File: src/rtl/srio_initiator_arbiter_pkg.sv
// srio_initiator_arbiter_pkg: shared SRIO scheduler state, descriptor and length rule
package srio_initiator_arbiter_pkg;
   localparam int MAX_BYTES        = 256;
   localparam int UCFG_DEST_ADDR_W = 34;
   typedef enum logic [2:0] {
      IDLE, LATCH, LAUNCH, WAIT_RISE, WAIT_FALL, DB_LAUNCH, DB_WAIT, DONE
   } srio_state_e;
   typedef struct packed {
      logic [7:0]                  dest_id;
      logic [31:0]                 src_addr;
      logic [UCFG_DEST_ADDR_W-1:0] dest_addr;
      logic [8:0]                  byte_count;
      logic                        db;
      logic [15:0]                 db_info;
   } srio_desc_t;
   function automatic logic byte_count_ok(input logic [8:0] bc);
      return (bc != 9'd0) && (bc <= 9'(MAX_BYTES));
   endfunction
endpackage

File: src/rtl/srio_initiator_arbiter_rr.sv
// rr_arbiter_onehot: combinational round-robin pick of the first request after ptr
module rr_arbiter_onehot #(
   parameter int NUM_REQ = 4
) (
   input  logic [NUM_REQ-1:0]         req,
   input  logic [$clog2(NUM_REQ)-1:0] ptr,
   output logic [NUM_REQ-1:0]         gnt,
   output logic [$clog2(NUM_REQ)-1:0] idx,
   output logic                       any
);
   localparam int IW = $clog2(NUM_REQ);
   logic [IW-1:0] j;
   always_comb begin
      idx = '0;
      j   = '0;
      for (int k = NUM_REQ; k >= 1; k--) begin
         j = IW'((int'(ptr) + k) % NUM_REQ);
         if (req[j]) idx = j;
      end
      any = |req;
      gnt = any ? NUM_REQ'(1) << idx : '0;
   end
endmodule

File: src/rtl/srio_initiator_arbiter.sv
// srio_initiator_arbiter: round-robin sharing of the SRIO initiator ucfg port between requesters
module srio_initiator_arbiter
   import srio_initiator_arbiter_pkg::*;
#(
   parameter int NUM_REQ     = 4,
   parameter int TIMEOUT_CYC = 1024
) (
   input  logic                        sys_clk,
   input  logic                        sys_rst_n,
   input  logic [NUM_REQ-1:0]          req_valid,
   input  logic [8*NUM_REQ-1:0]        req_dest_id,
   input  logic [32*NUM_REQ-1:0]       req_src_addr,
   input  logic [34*NUM_REQ-1:0]       req_dest_addr,
   input  logic [9*NUM_REQ-1:0]        req_byte_count,
   input  logic [NUM_REQ-1:0]          req_db,
   input  logic [16*NUM_REQ-1:0]       req_db_info,
   output logic [NUM_REQ-1:0]          req_ack,
   output logic [NUM_REQ-1:0]          req_done,
   output logic [NUM_REQ-1:0]          req_err,
   output logic [7:0]                  ucfg_dest_id,
   output logic [31:0]                 ucfg_src_start_addr,
   output logic [UCFG_DEST_ADDR_W-1:0] ucfg_dest_start_addr,
   output logic [8:0]                  ucfg_byte_count,
   output logic [15:0]                 ucfg_db_info,
   output logic                        ucfg_wr_n,
   output logic                        ucfg_normal_trigger,
   output logic                        ucfg_db_trigger,
   input  logic                        srio_initial_busy,
   input  logic                        srio_db_resp,
   output logic [31:0]                 xfer_count,
   output logic [15:0]                 timeout_count
);
   localparam int IW = $clog2(NUM_REQ);
   localparam int TW = $clog2(TIMEOUT_CYC + 1);

   srio_state_e   state_q, state_d;
   srio_desc_t    desc_q, desc_d, cand;
   srio_desc_t    descs [NUM_REQ];
   logic [IW-1:0] rr_ptr_q, rr_ptr_d, g_q, g_d, gidx;
   logic [TW-1:0] tmr_q, tmr_d;
   logic [31:0]   xfer_count_q, xfer_count_d;
   logic [15:0]   timeout_count_q, timeout_count_d;
   logic [NUM_REQ-1:0] gnt;
   logic          any, in_wait;

   for (genvar i = 0; i < NUM_REQ; i++) begin : g_unpack
      assign descs[i] = '{dest_id:    req_dest_id[8*i +: 8],
                          src_addr:   req_src_addr[32*i +: 32],
                          dest_addr:  req_dest_addr[34*i +: 34],
                          byte_count: req_byte_count[9*i +: 9],
                          db:         req_db[i],
                          db_info:    req_db_info[16*i +: 16]};
   end

   rr_arbiter_onehot #(.NUM_REQ(NUM_REQ)) u_rr (
      .req(req_valid), .ptr(rr_ptr_q), .gnt(gnt), .idx(gidx), .any(any)
   );

   assign cand = descs[gidx];
   assign in_wait = (state_q == WAIT_RISE) || (state_q == WAIT_FALL) || (state_q == DB_WAIT);

   always_comb begin
      state_d             = state_q;
      desc_d              = desc_q;
      rr_ptr_d            = rr_ptr_q;
      g_d                 = g_q;
      tmr_d               = tmr_q - TW'(1);
      xfer_count_d        = xfer_count_q;
      timeout_count_d     = timeout_count_q;
      req_ack             = '0;
      req_done            = '0;
      req_err             = '0;
      ucfg_normal_trigger = 1'b0;
      ucfg_db_trigger     = 1'b0;
      case (state_q)
         IDLE:      state_d = |req_valid ? LATCH : IDLE;
         LATCH: begin
            state_d = IDLE;
            req_ack = gnt;
            if (any && byte_count_ok(cand.byte_count)) begin
               desc_d  = cand;
               g_d     = gidx;
               state_d = LAUNCH;
            end else if (any) begin
               req_err  = gnt;
               rr_ptr_d = gidx;
            end
         end
         LAUNCH: begin
            ucfg_normal_trigger = 1'b1;
            state_d             = WAIT_RISE;
            tmr_d               = TW'(TIMEOUT_CYC - 1);
         end
         WAIT_RISE: if (srio_initial_busy) begin
            state_d = WAIT_FALL;
            tmr_d   = TW'(TIMEOUT_CYC - 1);
         end
         WAIT_FALL: if (!srio_initial_busy) state_d = desc_q.db ? DB_LAUNCH : DONE;
         DB_LAUNCH: begin
            ucfg_db_trigger = 1'b1;
            state_d         = DB_WAIT;
            tmr_d           = TW'(TIMEOUT_CYC - 1);
         end
         DB_WAIT:   if (srio_db_resp) state_d = DONE;
         DONE: begin
            req_done     = NUM_REQ'(1) << g_q;
            xfer_count_d = xfer_count_q + 32'd1;
            rr_ptr_d     = g_q;
            state_d      = IDLE;
         end
         default:   state_d = IDLE;
      endcase
      // A wait that is still unmet when its counter hits zero abandons the transfer
      if (in_wait && state_d == state_q && tmr_q == '0) begin
         req_err         = NUM_REQ'(1) << g_q;
         timeout_count_d = (timeout_count_q == 16'hFFFF) ? timeout_count_q : timeout_count_q + 16'd1;
         rr_ptr_d        = g_q;
         state_d         = IDLE;
      end
   end

   always_ff @(posedge sys_clk or negedge sys_rst_n) begin
      if (!sys_rst_n) begin
         state_q         <= IDLE;
         desc_q          <= '0;
         rr_ptr_q        <= IW'(NUM_REQ - 1);
         g_q             <= '0;
         tmr_q           <= '0;
         xfer_count_q    <= '0;
         timeout_count_q <= '0;
      end else begin
         state_q         <= state_d;
         desc_q          <= desc_d;
         rr_ptr_q        <= rr_ptr_d;
         g_q             <= g_d;
         tmr_q           <= tmr_d;
         xfer_count_q    <= xfer_count_d;
         timeout_count_q <= timeout_count_d;
      end
   end

   assign ucfg_dest_id         = desc_q.dest_id;
   assign ucfg_src_start_addr  = desc_q.src_addr;
   assign ucfg_dest_start_addr = desc_q.dest_addr;
   assign ucfg_byte_count      = desc_q.byte_count;
   assign ucfg_db_info         = desc_q.db_info;
   assign ucfg_wr_n            = 1'b0;
   assign xfer_count           = xfer_count_q;
   assign timeout_count        = timeout_count_q;
endmodule

File: config.mk
export PLATFORM = sky130hd
export DESIGN_NAME = srio_initiator_arbiter
export DESIGN_NICKNAME = d
export VERILOG_FILES = /design/src/rtl/srio_initiator_arbiter_pkg.sv /design/src/rtl/srio_initiator_arbiter_rr.sv /design/src/rtl/srio_initiator_arbiter.sv
export SDC_FILE = /design/constraint.sdc
export NUM_CORES = 1
export LEC_CHECK = 0
export ABC_AREA = 0
export BUFFER_PORTS_ARGS = -buffer_cell sky130_fd_sc_hd__buf_2
export CORE_AREA = 2 2 221 223
export DETAILED_ROUTE_END_ITERATION = 7
export DIE_AREA = 0 0 223 225
export PLACE_DENSITY = 0.53
export SETUP_SLACK_MARGIN = 0.05
export SLEW_MARGIN = 10
export SYNTH_ARGS = -nofsm -noshare
export SYNTH_HDL_FRONTEND = slang
export SYNTH_SLANG_ARGS = --single-unit
File: constraint.sdc
create_clock -name sys_clk -period 5.6 [get_ports sys_clk]
set_input_delay 1.12 -clock sys_clk [delete_from_list [all_inputs] [get_ports sys_clk]]
set_output_delay 1.12 -clock sys_clk [all_outputs]
set_load 0.02 [all_outputs]
==> out/results.tsv <==
metric	value	unit
Clk pwr share	17.4	%
Worst Setup End Kind	output port	
number of synthesized flops with an enable pin	0	
placed wire-length estimate	29000	um
wire per inst	16.8	um
drt pass-1 iters	5	
CP Class	primary input to output port	
most common cell in the netlist	nand2_1	
P_int	3.77	mW
Final setup viols	0	
pin count of the biggest net entering global routing	109	
register share of total power	28.1	%
Clk Latency, worst-skew pair	0.47	ns
layout cells sized above 1	45.1	%
WHS	0.468	ns
vias in the first global route	10100	
# IOs	570	
Synth Area in Compound Gates	13.7	%
CTS tree	yes	
Total Die Area	50200	um^2
Synth Instances	1181	
switching share of power	44.7	%
FP Rows	80	
RSZ-0062 raised after global routing	false	
period utilisation layout	89.0	%
Max VDD drop	0.000329	V
largest family of logic cells by synthesized area	simple AND/OR/NAND/NOR gates	
post-synthesis async set-or-reset flop share	100	%
initial core utilization	23.0	%
Synth area leader	dfrtp_1	
post-synth cell types	51	
crit path max fanout	20	
syn avg cell area	9.27	um^2
cts bufs inserted	17	
syn_nets	1592	
post-synthesis register bit count	166	
Pwr Density	479	nW/um^2
via count	10100	
CTS resizes	0	
Hold Crit Class	register to register	
Data arrival, critical path	3.86	ns
Port Buf Inserts	568	
Area Growth Syn to Fin	29.8	%
Worst EP required	4.48	ns
final net count	2011	
core area	47500	um^2
Syn Std Cell Area	11000	um^2
initial DRC count	402	
Final Slew Violations	0	
cts hold-fix bufs	0	
Critical Path Source Type	primary input	
hold path cells	1	
# Post-CTS Setup Buffers	0	
post-synthesis simple-gate area fraction	18.5	%
Synth area leaders	dfrtp_1 (37%), nand2_1 (7.7%), buf_4 (6.9%), mux2_4 (6.6%), a211oi_1 (6.2%)	
fin crit period	4.98	ns
relative slew slack	35.7	%
first-pass GRT wire length	56700	um
Setup Skew	0.00907	ns
combinational power share	54.5	%
H-tree level count	4	
Setup crit start	req_valid[0]	
Hold EP	tmr_q[0]$_DFF_PN0_	
register area	4160	um^2
r2r startpoint	rr_ptr_q[0]$_DFFE_PN1P_	
Via density	4.54	
Seq/Total Area, Yosys	38.0	%
Post-synth top cells	nand2_1 (224), dfrtp_1 (164), buf_4 (101)	
mux contribution to synthesized area	14.8	%
DIE WIDTH	223	um
Clock transition at path regs	0.07	ns
Worst Tran Pin Value	0.964	ns
xor and xnor area share after synthesis	4.16	%
Pleak	6.84	nW
RD Place Congestion	0.869	
Setup TNS	0	ns
Register-to-Register Path Depth	9	
ys flop type	dfrtp_1	
Hold Path Origin	tmr_q[0]$_DFF_PN0_	
final hold violation count	0	
reg2reg end	ucfg_db_info[2]$_DFFE_PN0P_	
clock buffer depth	2	
Post-DRT Antenna Nets	0	
clock sink count	166	
fmax	0.201	GHz
Routed WL	37500	um
Synth top area share	37.5	%
Placement Cell Area	13600	um^2
gr ovfl total	0	
status	complete, no violations	
Syn. warnings	0	
drt drc	0	
initial antenna violation count	7	
P_sw	3.05	mW
Max-Cap Viols	0	
Worst R2R Setup Slack	1.61	ns
Filler cells	5066	
adder-cell area share of the yosys netlist	0.343	%
final instance area	14200	um^2
Multi-input gate area	5680	um^2
root buffer cell	clkbuf_16	
gr usage total	14.7	%
die height	225	um
power groups by stage:
stage / combinational, mW / clock (mW) / sequential [mW]
global route: 4.03 / 1.29 / 1.98
floorplan: 3.13 / 0 / 1.85
finish: 3.72 / 1.19 / 1.91
global placement: 3.71 / 0 / 1.94
CTS: 3.77 / 1.26 / 1.92
detailed placement: 3.76 / 0 / 1.93
worst max path at each step:
stage,to,slack [ns],cells after the start
final,req_err[3],0.62,10
after global routing,req_err[3],0.44,11
after CTS,req_err[3],0.61,10
after detailed placement,req_err[3],0.63,10
after global placement,req_err[2],0.72,10
after floorplan,req_err[2],1.18,9
stage by stage:
step                cells  setup slack, ns  util, %  power, mW
CTS                  2228            0.613     29.9       6.95
detailed placement   2196            0.627     28.7       5.69
floorplan            1181             1.18        -       4.99
finish               2232            0.618     29.9       6.82
global route         2230            0.441     29.9       7.30
global placement     2196            0.720     28.7       5.65
registers in the layout, indices dropped and copies added (netlist names):
signal,cells
tmr_q,11
g_q,2
ucfg_byte_count,9
ucfg_src_start_addr,32
xfer_count,32
rr_ptr_q,2
timeout_count,16
desc_q,1
ucfg_db_info,16
ucfg_dest_start_addr,34
ucfg_dest_id,8
state_q,3
cells by family after synthesis:
kind of cell,after synthesis
AND/OR/NAND/NOR,425
adder cells (fa/ha/maj),3
AO/OA/AOI/OAI,215
multiplexers,131
other,1
buffers and inverters,188
XOR/XNOR,52
flip-flops,166
routing by layer:
layer	up-vias	GRT usage [%]	share of wire [%]
li1	4889	-	-
met1	4795	16.3	40
met2	378	25.7	49
met3	54	4.42	7.2
met4	8	7.12	3.5
met5	-	0	0.15
cells in the final DEF, fill, tap and decap left out, drive strengths merged, types with 15 or more instances in the layout:
cell    instances
a211oi         91
a31oi          93
and2           95
buf           581
clkbuf         17
dfrtp         164
inv            15
mux2          103
mux2i          28
nand2         224
nand3          25
nor2           27
xnor2          42
final cells by class:
| cell class | instances | share of cell area (%) |
|---|---|---|
| multi-input cells | 827 | 39.9 |
| clock inverters | 15 | 1.11 |
| diodes | 4 | 0.0704 |
| well taps | 615 | 5.41 |
| repair buffers | 581 | 21.1 |
| inverters | 7 | 0.185 |
| flip-flops and latches | 166 | 29.2 |
| clock buffers | 17 | 2.99 |
worst max-delay path, cell delays in order:
cell	delay (ns)
buf_2	0.14
a21o_1	0.19
a31oi_4	0.63
mux2i_1	0.29
mux2i_1	0.12
nor4_2	0.49
and2_4	0.27
xnor2_1	0.10
o32ai_1	0.29
buf_2	0.21
Note: power is estimated with default switching activity, not from simulation.
